## src/rtl/closest_hit_tracker_if.sv

```systemverilog
// Request/response bus between the closest-hit tracker and the
// ray/triangle intersection stage.
interface closest_hit_tracker_if #(
  parameter int WIDTH = 32,
  parameter int IDX_W = 10
);
  logic             req_valid;
  logic             req_ready;
  logic [IDX_W-1:0] trig_idx;
  logic             rsp_valid;
  logic [WIDTH-1:0] rsp_t;
  logic [1:0]       rsp_code;

  modport master (
    output req_valid,
    output trig_idx,
    input  req_ready,
    input  rsp_valid,
    input  rsp_t,
    input  rsp_code
  );

  modport slave (
    input  req_valid,
    input  trig_idx,
    output req_ready,
    output rsp_valid,
    output rsp_t,
    output rsp_code
  );
endinterface

```

## src/rtl/closest_hit_tracker.sv

```systemverilog
// Per-ray closest-hit search over N triangles with in-order results.
// Optional macro CHT_EPSILON_EN raises the hit threshold to T_EPS.
module closest_hit_tracker #(
  parameter int          WIDTH = 32,
  parameter int          IDX_W = 10,
  parameter int unsigned T_EPS = 'h40
) (
  input  logic                   clk,
  input  logic                   rst_n,
  input  logic                   start,
  input  logic [IDX_W:0]         num_trigs,
  output logic                   busy,
  output logic                   done,
  output logic                   hit_found,
  output logic [WIDTH-1:0]       t_min,
  output logic [IDX_W-1:0]       idx_min,
  closest_hit_tracker_if.master  isect
);

  typedef enum logic [1:0] {
    IDLE,
    RUN,
    FINISH
  } state_t;

`ifdef CHT_EPSILON_EN
  localparam logic signed [WIDTH-1:0] THRESH = WIDTH'(T_EPS);
`else
  localparam logic signed [WIDTH-1:0] THRESH = '0;
  wire [WIDTH-1:0] unused_eps = WIDTH'(T_EPS);
`endif

  state_t           state;
  logic [IDX_W:0]   n_q;
  logic [IDX_W:0]   issue_cnt;
  logic [IDX_W:0]   recv_cnt;
  logic [IDX_W-1:0] trig_idx;
  logic             req_valid;

  logic                    xfer;
  logic                    rsp_take;
  logic                    closer;
  logic                    accept;
  logic [IDX_W:0]          issue_nxt;
  logic [IDX_W:0]          recv_nxt;
  logic signed [WIDTH-1:0] t_in;
  logic signed [WIDTH-1:0] t_best;

  assign isect.req_valid = req_valid;
  assign isect.trig_idx  = trig_idx;

  assign t_in   = isect.rsp_t;
  assign t_best = t_min;

  assign xfer     = req_valid && isect.req_ready;
  assign rsp_take = (state == RUN) && isect.rsp_valid
                    && (recv_cnt != n_q);

  // Strict less-than keeps the earlier index on equal t.
  assign closer = !hit_found || (t_in < t_best);
  assign accept = rsp_take
                  && (isect.rsp_code == 2'b00)
                  && (t_in > THRESH)
                  && closer;

  assign issue_nxt = issue_cnt + (IDX_W+1)'(xfer);
  assign recv_nxt  = recv_cnt + (IDX_W+1)'(rsp_take);

  always_ff @(posedge clk) begin
    if (!rst_n) begin
      state     <= IDLE;
      n_q       <= '0;
      issue_cnt <= '0;
      recv_cnt  <= '0;
      trig_idx  <= '0;
      req_valid <= 1'b0;
      busy      <= 1'b0;
      done      <= 1'b0;
      hit_found <= 1'b0;
      t_min     <= '0;
      idx_min   <= '0;
    end else begin
      done <= 1'b0;
      unique case (state)
        IDLE: begin
          if (start) begin
            n_q       <= num_trigs;
            issue_cnt <= '0;
            recv_cnt  <= '0;
            trig_idx  <= '0;
            hit_found <= 1'b0;
            t_min     <= '0;
            idx_min   <= '0;
            busy      <= 1'b1;
            if (num_trigs == '0) begin
              state <= FINISH;
              done  <= 1'b1;
            end else begin
              state     <= RUN;
              req_valid <= 1'b1;
            end
          end
        end
        RUN: begin
          issue_cnt <= issue_nxt;
          recv_cnt  <= recv_nxt;
          req_valid <= issue_nxt < n_q;
          if (xfer) begin
            trig_idx <= trig_idx + IDX_W'(1);
          end
          if (accept) begin
            t_min     <= isect.rsp_t;
            idx_min   <= recv_cnt[IDX_W-1:0];
            hit_found <= 1'b1;
          end
          if (recv_nxt == n_q) begin
            state     <= FINISH;
            done      <= 1'b1;
            req_valid <= 1'b0;
          end
        end
        FINISH: begin
          state <= IDLE;
          busy  <= 1'b0;
        end
        default: begin
          state     <= IDLE;
          busy      <= 1'b0;
          req_valid <= 1'b0;
        end
      endcase
    end
  end

endmodule

```

## src/flat_wrapper.sv

```systemverilog
// flat-port wrapper written by rule: the top's interface ports become plain ports
module closest_hit_tracker_flat 
#(
  parameter int          WIDTH = 32,
  parameter int          IDX_W = 10,
  parameter int unsigned T_EPS = 'h40
)
  (clk, rst_n, start, num_trigs, busy, done, hit_found, t_min, idx_min, isect_req_valid, isect_trig_idx, isect_req_ready, isect_rsp_valid, isect_rsp_t, isect_rsp_code);
  closest_hit_tracker_if #(.WIDTH(WIDTH), .IDX_W(IDX_W)) isect_i ();
  input  logic clk;
  input  logic rst_n;
  input  logic start;
  input  logic [IDX_W:0] num_trigs;
  output logic busy;
  output logic done;
  output logic hit_found;
  output logic [WIDTH-1:0] t_min;
  output logic [IDX_W-1:0] idx_min;
  output wire logic [$bits(isect_i.req_valid)-1:0] isect_req_valid;
  output wire logic [$bits(isect_i.trig_idx)-1:0] isect_trig_idx;
  input wire logic [$bits(isect_i.req_ready)-1:0] isect_req_ready;
  input wire logic [$bits(isect_i.rsp_valid)-1:0] isect_rsp_valid;
  input wire logic [$bits(isect_i.rsp_t)-1:0] isect_rsp_t;
  input wire logic [$bits(isect_i.rsp_code)-1:0] isect_rsp_code;
  assign isect_req_valid = isect_i.req_valid;
  assign isect_trig_idx = isect_i.trig_idx;
  assign isect_i.req_ready = isect_req_ready;
  assign isect_i.rsp_valid = isect_rsp_valid;
  assign isect_i.rsp_t = isect_rsp_t;
  assign isect_i.rsp_code = isect_rsp_code;
  closest_hit_tracker #(.WIDTH(WIDTH), .IDX_W(IDX_W), .T_EPS(T_EPS)) u_core (.clk(clk), .rst_n(rst_n), .start(start), .num_trigs(num_trigs), .busy(busy), .done(done), .hit_found(hit_found), .t_min(t_min), .idx_min(idx_min), .isect(isect_i));
endmodule
```

## config.mk

```make
export PLATFORM = sky130hd
export DESIGN_NAME = closest_hit_tracker_flat
export DESIGN_NICKNAME = d
export VERILOG_FILES = /design/src/rtl/closest_hit_tracker_if.sv /design/src/rtl/closest_hit_tracker.sv /design/src/flat_wrapper.sv
export SDC_FILE = /design/constraint.sdc
export NUM_CORES = 1
export LEC_CHECK = 0
export ABC_AREA = 1
export CORE_MARGIN = 10
export CORE_UTILIZATION = 45
export CTS_CLUSTER_SIZE = 14
export DETAILED_ROUTE_END_ITERATION = 7
export PLACE_DENSITY = 0.68
export SKIP_LAST_GASP = 1
export SLEW_MARGIN = 20
export SYNTH_ARGS = -nofsm -noshare
export SYNTH_HDL_FRONTEND = slang
export SYNTH_SLANG_ARGS = --single-unit
```

## constraint.sdc

```tcl
create_clock -name clk -period 6.25 [get_ports clk]
set_input_delay 0.625 -clock clk [delete_from_list [all_inputs] [get_ports clk]]
set_output_delay 0.625 -clock clk [all_outputs]
set_load 0.01 [all_outputs]
```

# After elaboration in Yosys (flattened, before gate mapping)
# Cells that the tools add are included.
dict set report classes {
  add_sub_neg 3
  magnitude_cmp 3
  n_eq_ne 9
  muxes 28
  bitwise 2
  reduce_logical 19
}
# op n
set op_table {}
lappend op_table {{two-way mux 32 bit} 2}
lappend op_table {{one-hot mux 32 bit (2 select lines)} 1}
lappend op_table {{one-hot mux 11 bit (2 select lines)} 2}
lappend op_table {{one-hot mux 10 bit (2 select lines)} 2}
lappend op_table {{> comparator 32 x 1 -> 1 bit, second input constant} 1}
lappend op_table {{< comparator 32 bit} 1}
lappend op_table {{two-way mux 10 bit} 3}
lappend op_table {{adder 11 x 1 -> 11 bit} 2}
lappend op_table {{equality test 11 bit} 1}
lappend op_table {{logical NOT 11 bit} 1}
lappend op_table {{< comparator 11 bit} 1}
lappend op_table {{two-way mux 11 bit} 1}
lappend op_table {{inequality test 11 bit} 1}
lappend op_table {{adder 10 x 1 -> 10 bit, second input constant} 1}
lappend op_table {{two-way mux 1 bit} 9}
lappend op_table {{AND reduction 3 bit} 3}
lappend op_table {{AND reduction 2 bit} 4}
lappend op_table {{logical AND 1 bit} 6}
lappend op_table {{two-way mux 2 bit} 3}
lappend op_table {{inequality test 2 bit, second input constant} 3}
lappend op_table {{one-hot mux 1 bit (2 select lines)} 3}
lappend op_table {{logical NOT 2 bit} 2}
lappend op_table {{inequality test 2 x 1 -> 1 bit, second input constant} 2}
lappend op_table {{one-hot mux 2 bit (2 select lines)} 1}
lappend op_table {{other kinds (7)} 8}
dict set report word_totals {
  register_bits 91
  input_bits 50
  out_inout_bits 56
  word_cells 75
}

# Logic depth before layout (Yosys ltp)
dict set report logic_depth {
  ltp_word 8
  depth_mapped 22
  depth_no_buf 22
}

# Worst setup path after synthesis
# OpenSTA, ideal clock, no wires.
dict set report synth_path {
  kind {input-to-reg}
  startpoint {in isect_req_ready}
  endpoint {reg u_core.req_valid, in the netlist u_core.isect.req_valid}
  setup_ns 0.132
  arrival_time_ns 2.898
  t_required_ns 6.118
  path_slack_ns 3.219
  stages 22
  path_buffers 0
  path_cell_list {nand2_1 > inv_1 > ha_1 > ha_1 > nand2_1 > nor2_1 > inv_1 > nor3_1 > inv_1 > nor2_1 > nand3_1 > xnor2_1 > ha_1 > inv_1 > nor3_1 > nand2_1 > o311ai_0 > a31oi_1 > nand3_1 > nand2_1 > nand2_1 > a21oi_1}
}
dict set report synth_via {
  elab_chain_len 5
}
# element line_no
set synth_lines {}
lappend synth_lines {{from (decl)} flat_wrapper.sv:21} ;# input wire logic [$bits(isect_i.req_ready)-1:0] isect_req_ready;
lappend synth_lines {{logical AND 1 bit} closest_hit_tracker.sv:55} ;# assign xfer = req_valid && isect.req_ready;
lappend synth_lines {{adder 11 x 1 -> 11 bit} closest_hit_tracker.sv:66} ;# assign issue_nxt = issue_cnt + (IDX_W+1)'(xfer);
lappend synth_lines {{< comparator 11 bit} closest_hit_tracker.sv:107} ;# req_valid <= issue_nxt < n_q;
lappend synth_lines {{two-way mux 1 bit} closest_hit_tracker.sv:116} ;# if (recv_nxt == n_q) begin
lappend synth_lines {{one-hot mux 1 bit (3 select lines)} closest_hit_tracker.sv:84} ;# unique case (state)
lappend synth_lines {{to (signal assigned)} closest_hit_tracker.sv:107}
lappend synth_lines {{to (decl)} closest_hit_tracker.sv:38} ;# logic req_valid;
# Every way passes these cells.
# A chain may end at the register's enable or synchronous reset.

# Final worst setup path
dict set report layout_path {
  startpoint {in isect_rsp_t[31]}
  endpoint {reg u_core.hit_found}
}
dict set report layout_via {
  elab_chain_len 5
  word_cells_on_any_way 7
  cone_classes {order compare (2); eq/ne (1); reduce/logical (4)}
}
# element line_no
set layout_lines {}
lappend layout_lines {{from (decl)} flat_wrapper.sv:23} ;# input wire logic [$bits(isect_i.rsp_t)-1:0] isect_rsp_t;
lappend layout_lines {{> comparator 32 x 1 -> 1 bit or < comparator 32 bit (tied branches)} {closest_hit_tracker.sv:63, closest_hit_tracker.sv:60}}
lappend layout_lines {{logical AND 1 bit or logical OR 1 bit (tied branches)} {closest_hit_tracker.sv:63, closest_hit_tracker.sv:60}}
lappend layout_lines {{logical AND 1 bit *} closest_hit_tracker.sv:64} ;# && closer;
lappend layout_lines {{inequality test 2 x 1 -> 1 bit (no line) *} -}
lappend layout_lines {{AND reduction 3 bit (no line) *} -}
lappend layout_lines {{to (signal assigned)} closest_hit_tracker.sv:79} ;# hit_found <= 1'b0;
lappend layout_lines {{to (signal assigned)} closest_hit_tracker.sv:91} ;# hit_found <= 1'b0;
lappend layout_lines {{to (signal assigned)} closest_hit_tracker.sv:114} ;# hit_found <= 1'b1;
lappend layout_lines {{to (decl)} closest_hit_tracker.sv:14} ;# output logic hit_found,
# Every way passes the cells marked *; elsewhere a longest branch is shown, timed or not.

==> impl_results.html <==
<table>
<tr><th>Metric</th><th>Value</th></tr>
<tr><th colspan="2">Outcome</th></tr>
<tr><td>Outcome</td><td>complete, no violations</td></tr>
<tr><th colspan="2">Pwr</th></tr>
<tr><td>Worst vdd rail ir drop</td><td>0.000197 V</td></tr>
<tr><td>Power density cells</td><td>218 nW/um^2</td></tr>
<tr><td>Total leakage power</td><td>2.50 nW</td></tr>
<tr><th colspan="2">Placement</th></tr>
<tr><td>Detailed placement HPWL</td><td>10900 microns</td></tr>
<tr><td>Post-placement cell area</td><td>6350 sq um</td></tr>
<tr><td>Worst slack after detailed placement</td><td>1870 ps</td></tr>
<tr><td>IO buf count</td><td>105</td></tr>
<tr><td>Routability Congestion</td><td>0.862</td></tr>
<tr><th colspan="2">Logic synthesis</th></tr>
<tr><td>Simple logic cell fraction of the synthesized area</td><td>26.5%</td></tr>
<tr><td>Leading register cell type out of synthesis</td><td>sky130_fd_sc_hd__dfxtp_1</td></tr>
<tr><td>Leading cell type by number of instances after synthesis</td><td>sky130_fd_sc_hd__nand3_1</td></tr>
<tr><td>Combinational family with the most area after synthesis</td><td>simple AND/OR/NAND/NOR gates</td></tr>
<tr><td>Register area share after synthesis</td><td>34.8%</td></tr>
<tr><td>Number of library cell types mapped by synthesis</td><td>43</td></tr>
<tr><td>Net count of the mapped netlist</td><td>811</td></tr>
<tr><td>Compound-cell area share of the yosys netlist</td><td>13.8%</td></tr>
<tr><td>Fraction of registers with async set or reset after synthesis</td><td>0%</td></tr>
<tr><td>Post-synthesis adder-cell area fraction</td><td>11.0%</td></tr>
<tr><td>Portion of netlist area occupied by mux cells</td><td>0%</td></tr>
<tr><td>Post-Synthesis Cells</td><td>715</td></tr>
<tr><td>Xor/xnor cell area share of the yosys netlist</td><td>4.18%</td></tr>
<tr><td>Cells taking the most area after synthesis</td><td>sky130_fd_sc_hd__dfxtp_1, sky130_fd_sc_hd__ha_1, sky130_fd_sc_hd__nand3_1</td></tr>
<tr><td>Top cell types by occurrence after synthesis</td><td>sky130_fd_sc_hd__nand3_1, sky130_fd_sc_hd__nand2_1, sky130_fd_sc_hd__inv_1, sky130_fd_sc_hd__dfxtp_1, sky130_fd_sc_hd__a21oi_1</td></tr>
<tr><td>Leading area contributor after synthesis</td><td>sky130_fd_sc_hd__dfxtp_1</td></tr>
<tr><td>Number of warnings reported in the yosys synthesis log</td><td>0</td></tr>
<tr><td>EDFF count, synth</td><td>0</td></tr>
<tr><td>Post-synthesis instance area</td><td>5240 sq um</td></tr>
<tr><td>Number of register bits inferred by synthesis</td><td>91</td></tr>
<tr><td>Top cell type's share of synthesized area</td><td>34.8%</td></tr>
<tr><td>Synthesized area divided by synthesized cell count</td><td>7.33 sq um</td></tr>
<tr><th colspan="2">Min path</th></tr>
<tr><td>Hold Path End</td><td>u_core.busy$_SDFFE_PN0P_</td></tr>
<tr><td>Worst Hold Class</td><td>reg -&gt; reg</td></tr>
<tr><td>Critical hold path startpoint</td><td>u_core.busy$_SDFFE_PN0P_</td></tr>
<tr><td>Count of cells along the worst hold path</td><td>2</td></tr>
<tr><th colspan="2">Clock network</th></tr>
<tr><td>Post-CTS setup buffers</td><td>0</td></tr>
<tr><td>Clock-pin slew of the registers on the worst-case setup and hold paths</td><td>60 ps</td></tr>
<tr><td>Buffer levels on the longest clock path</td><td>2</td></tr>
<tr><td>Number of cells upsized or downsized after cts</td><td>0</td></tr>
<tr><td>Clock insertion delay at the later pin of the skew report</td><td>350 ps</td></tr>
<tr><td>Clock net sink count</td><td>91</td></tr>
<tr><td>Clock tree from TritonCTS</td><td>done</td></tr>
<tr><td>Cell chosen for the clock root</td><td>sky130_fd_sc_hd__clkbuf_16</td></tr>
<tr><td>Inserted Clock Buffers</td><td>9</td></tr>
<tr><td>CTS H-tree lvls</td><td>3</td></tr>
<tr><td>CTS hold repair buffers</td><td>0</td></tr>
<tr><th colspan="2">Floorplanning</th></tr>
<tr><td>Horizontal die dimension</td><td>128 microns</td></tr>
<tr><td>Count of standard-cell rows</td><td>39</td></tr>
<tr><td>Die area</td><td>16400 sq um</td></tr>
<tr><td>Num ports</td><td>106</td></tr>
<tr><td>Area inside the core boundary</td><td>11400 sq um</td></tr>
<tr><td>Initial Util</td><td>45.9%</td></tr>
<tr><td>Vert. Die Dim</td><td>128 microns</td></tr>
<tr><th colspan="2">Timing</th></tr>
<tr><td>Worst max-slew margin expressed relative to the limit</td><td>40.1%</td></tr>
<tr><td>Peak clock frequency supported by timing</td><td>247 MHz</td></tr>
<tr><td>Count of final hold-check violations</td><td>0</td></tr>
<tr><td>Final-report max-slew violation count</td><td>0</td></tr>
<tr><td>Post-layout worst setup margin</td><td>2200 ps</td></tr>
<tr><td>Count of final setup violators</td><td>0</td></tr>
<tr><td>Final critical delay including setup and external delays</td><td>4050 ps</td></tr>
<tr><td>Actual slew at the worst max-slew pin</td><td>897 ps</td></tr>
<tr><td>Fraction of the cycle the final worst path needs</td><td>64.9%</td></tr>
<tr><td>Clock skew after layout</td><td>6.83 ps</td></tr>
<tr><td>Final TNS setup</td><td>0 ps</td></tr>
<tr><td>Unrepaired setup endpoints after global routing</td><td>no</td></tr>
<tr><th colspan="2">Finish</th></tr>
<tr><td>Area of the multi-input gates</td><td>2910 sq um</td></tr>
<tr><td>Post-route standard cell area excluding fillers</td><td>6680 sq um</td></tr>
<tr><td>Share of layout cells above drive strength 1</td><td>4.58%</td></tr>
<tr><td>Total area of sequential cells</td><td>1820 sq um</td></tr>
<tr><td>Diode count</td><td>0</td></tr>
<tr><td>Layout Area Growth over Synthesis</td><td>27.5%</td></tr>
<tr><td>Filler cell count</td><td>1075</td></tr>
<tr><td>Core utilization of the finished layout</td><td>58.5%</td></tr>
<tr><td>Number of nets in the layout</td><td>899</td></tr>
<tr><th colspan="2">Drt</th></tr>
<tr><td>Final ANT Viol Nets</td><td>0</td></tr>
<tr><td>Count of vias placed by the detailed router</td><td>5164</td></tr>
<tr><td>1st-iter DRT viols</td><td>336</td></tr>
<tr><td>Routed length per instance</td><td>15.4 microns</td></tr>
<tr><td>Post-Route WL</td><td>14600 microns</td></tr>
<tr><td>Total iterations of the first detailed-routing run</td><td>7</td></tr>
<tr><td>DRC errors left</td><td>0</td></tr>
<tr><td>Via density per instance</td><td>5.44</td></tr>
<tr><th colspan="2">Worst setup path</th></tr>
<tr><td>CP Class</td><td>in -&gt; reg</td></tr>
<tr><td>WP data required</td><td>6490 ps</td></tr>
<tr><td>Type of element capturing the critical path</td><td>flop</td></tr>
<tr><td>Startpoint of the worst register-to-register path</td><td>u_core.t_min[31]$_SDFFE_PN0P_</td></tr>
<tr><td>Worst-path fanout max</td><td>43</td></tr>
<tr><td>Worst reg2reg endpoint</td><td>u_core.hit_found$_SDFFE_PN0P_</td></tr>
<tr><td>Startpoint Class</td><td>primary input</td></tr>
<tr><td>Cell depth of the worst flop-to-flop path</td><td>13</td></tr>
<tr><td>FF-to-FF setup slack</td><td>2540 ps</td></tr>
<tr><td>Data arrival at the endpoint of the critical path</td><td>4290 ps</td></tr>
<tr><th colspan="2">Global route</th></tr>
<tr><td>Global-route wire length before repair</td><td>24400 microns</td></tr>
<tr><td>Total global-route track usage</td><td>17.6%</td></tr>
<tr><td>Via count of the first global-routing pass</td><td>5091</td></tr>
<tr><td>Number of antenna violations at the first check in global routing</td><td>0</td></tr>
<tr><td>GR Overflow Total</td><td>0</td></tr>
<tr><td>Largest net degree at the start of global routing</td><td>67</td></tr>
<tr><th colspan="2">Job</th></tr>
<tr><td>Max-cap violation count</td><td>0</td></tr>
</table>
==> logic make-up (layout without fill, tap and decap cells) <==
| family | count (synthesis) | in the layout |
|---|---|---|
| adder cells (fa/ha/maj) | 46 | 46 |
| flip-flops | 91 | 91 |
| buffers and inverters | 128 | 220 |
| AND/OR/NAND/NOR | 293 | 293 |
| AO/OA/AOI/OAI | 132 | 132 |
| XOR/XNOR | 25 | 25 |
==> worst max-delay path, cell delays in order <==
cell,delay (ps)
sky130_fd_sc_hd__clkdlybuf4s50_1,460
sky130_fd_sc_hd__ha_1,360
sky130_fd_sc_hd__nand2_1,90
sky130_fd_sc_hd__nor2_1,150
sky130_fd_sc_hd__nand4_1,120
sky130_fd_sc_hd__nor4_1,220
sky130_fd_sc_hd__nand2_1,120
sky130_fd_sc_hd__nand3_1,110
sky130_fd_sc_hd__nand3_2,700
sky130_fd_sc_hd__nand2_2,980
sky130_fd_sc_hd__o21ai_0,210
sky130_fd_sc_hd__nand2_1,100
sky130_fd_sc_hd__inv_1,50
==> registers in the layout (all words and copies together), names as in the netlist <==
name	cells
u_core.state	2
u_core.done	1
u_core.t_min	32
u_core.recv_cnt	11
u_core.isect.req_valid	1
u_core.isect.trig_idx	10
u_core.hit_found	1
u_core.idx_min	10
u_core.n_q	11
u_core.issue_cnt	11
u_core.busy	1
==> worst max path at each step <==
stage	to	depth (start not counted)	start	slack [ps]
final	u_core.hit_found$_SDFFE_PN0P_	13	isect_rsp_t[31]	2200
after floorplan	u_core.isect.req_valid$_SDFFE_PN0P_	22	isect_req_ready	3220
after detailed placement	u_core.hit_found$_SDFFE_PN0P_	13	isect_rsp_t[31]	1870
after global routing	u_core.hit_found$_SDFFE_PN0P_	13	isect_rsp_t[31]	1780
after CTS	u_core.hit_found$_SDFFE_PN0P_	13	isect_rsp_t[31]	2230
after global placement	u_core.hit_found$_SDFFE_PN0P_	13	isect_rsp_t[31]	2080
==> cell usage in the layout (no fill, tap or decap), types with 3 or more instances in the layout <==
master and n:
sky130_fd_sc_hd__nand3_1 106, sky130_fd_sc_hd__clkdlybuf4s50_1 105, sky130_fd_sc_hd__nand2_1 103, sky130_fd_sc_hd__inv_1 94, sky130_fd_sc_hd__dfxtp_1 91, sky130_fd_sc_hd__a21oi_1 88
sky130_fd_sc_hd__ha_1 46, sky130_fd_sc_hd__nor2_1 30, sky130_fd_sc_hd__o21ai_0 21, sky130_fd_sc_hd__xor2_1 17, sky130_fd_sc_hd__nand4_1 12, sky130_fd_sc_hd__nor4_1 11
sky130_fd_sc_hd__nor3_1 11, sky130_fd_sc_hd__clkbuf_16 9, sky130_fd_sc_hd__xnor2_1 8, sky130_fd_sc_hd__o22ai_1 5, sky130_fd_sc_hd__or2_2 4, sky130_fd_sc_hd__nor2_4 3
sky130_fd_sc_hd__inv_2 3, sky130_fd_sc_hd__and3_1 3, sky130_fd_sc_hd__a221oi_1 3, sky130_fd_sc_hd__o211ai_1 3, sky130_fd_sc_hd__bufinv_16 3
==> through the flow <==
stage	power, mW	hold WS (ps)	instances
after floorplan	0.758	445	715
after global placement	0.844	446	935
after detailed placement	0.851	454	935
after CTS	1.47	467	950
after global routing	1.52	489	950
final	1.46	464	950
==> report_power, final <==
part / internal, mW / switching [mW]
registers: 0.595 / 0.0140
logic: 0.0892 / 0.141
clock network: 0.391 / 0.228
==> area by class of cell <==
cell class,count,area share (%)
Clock buffer,9,3.37
Clock inverter,6,1.68
Inverter,98,5.54
Multi-Input combinational cell,496,43.5
Sequential cell,91,27.3
Tap cell,143,2.68
Timing Repair Buffer,107,15.9
==> metal layers <==
layer	routed length (microns)	vias to the layer above	GRT usage (%)
met2	6950	148	28.6
met3	977	17	5.38
li1	-	2591	-
met4	214	0	5.56
met1	6460	2408	21.8
met5	0	-	0
Power figures use the tool's default switching activity.
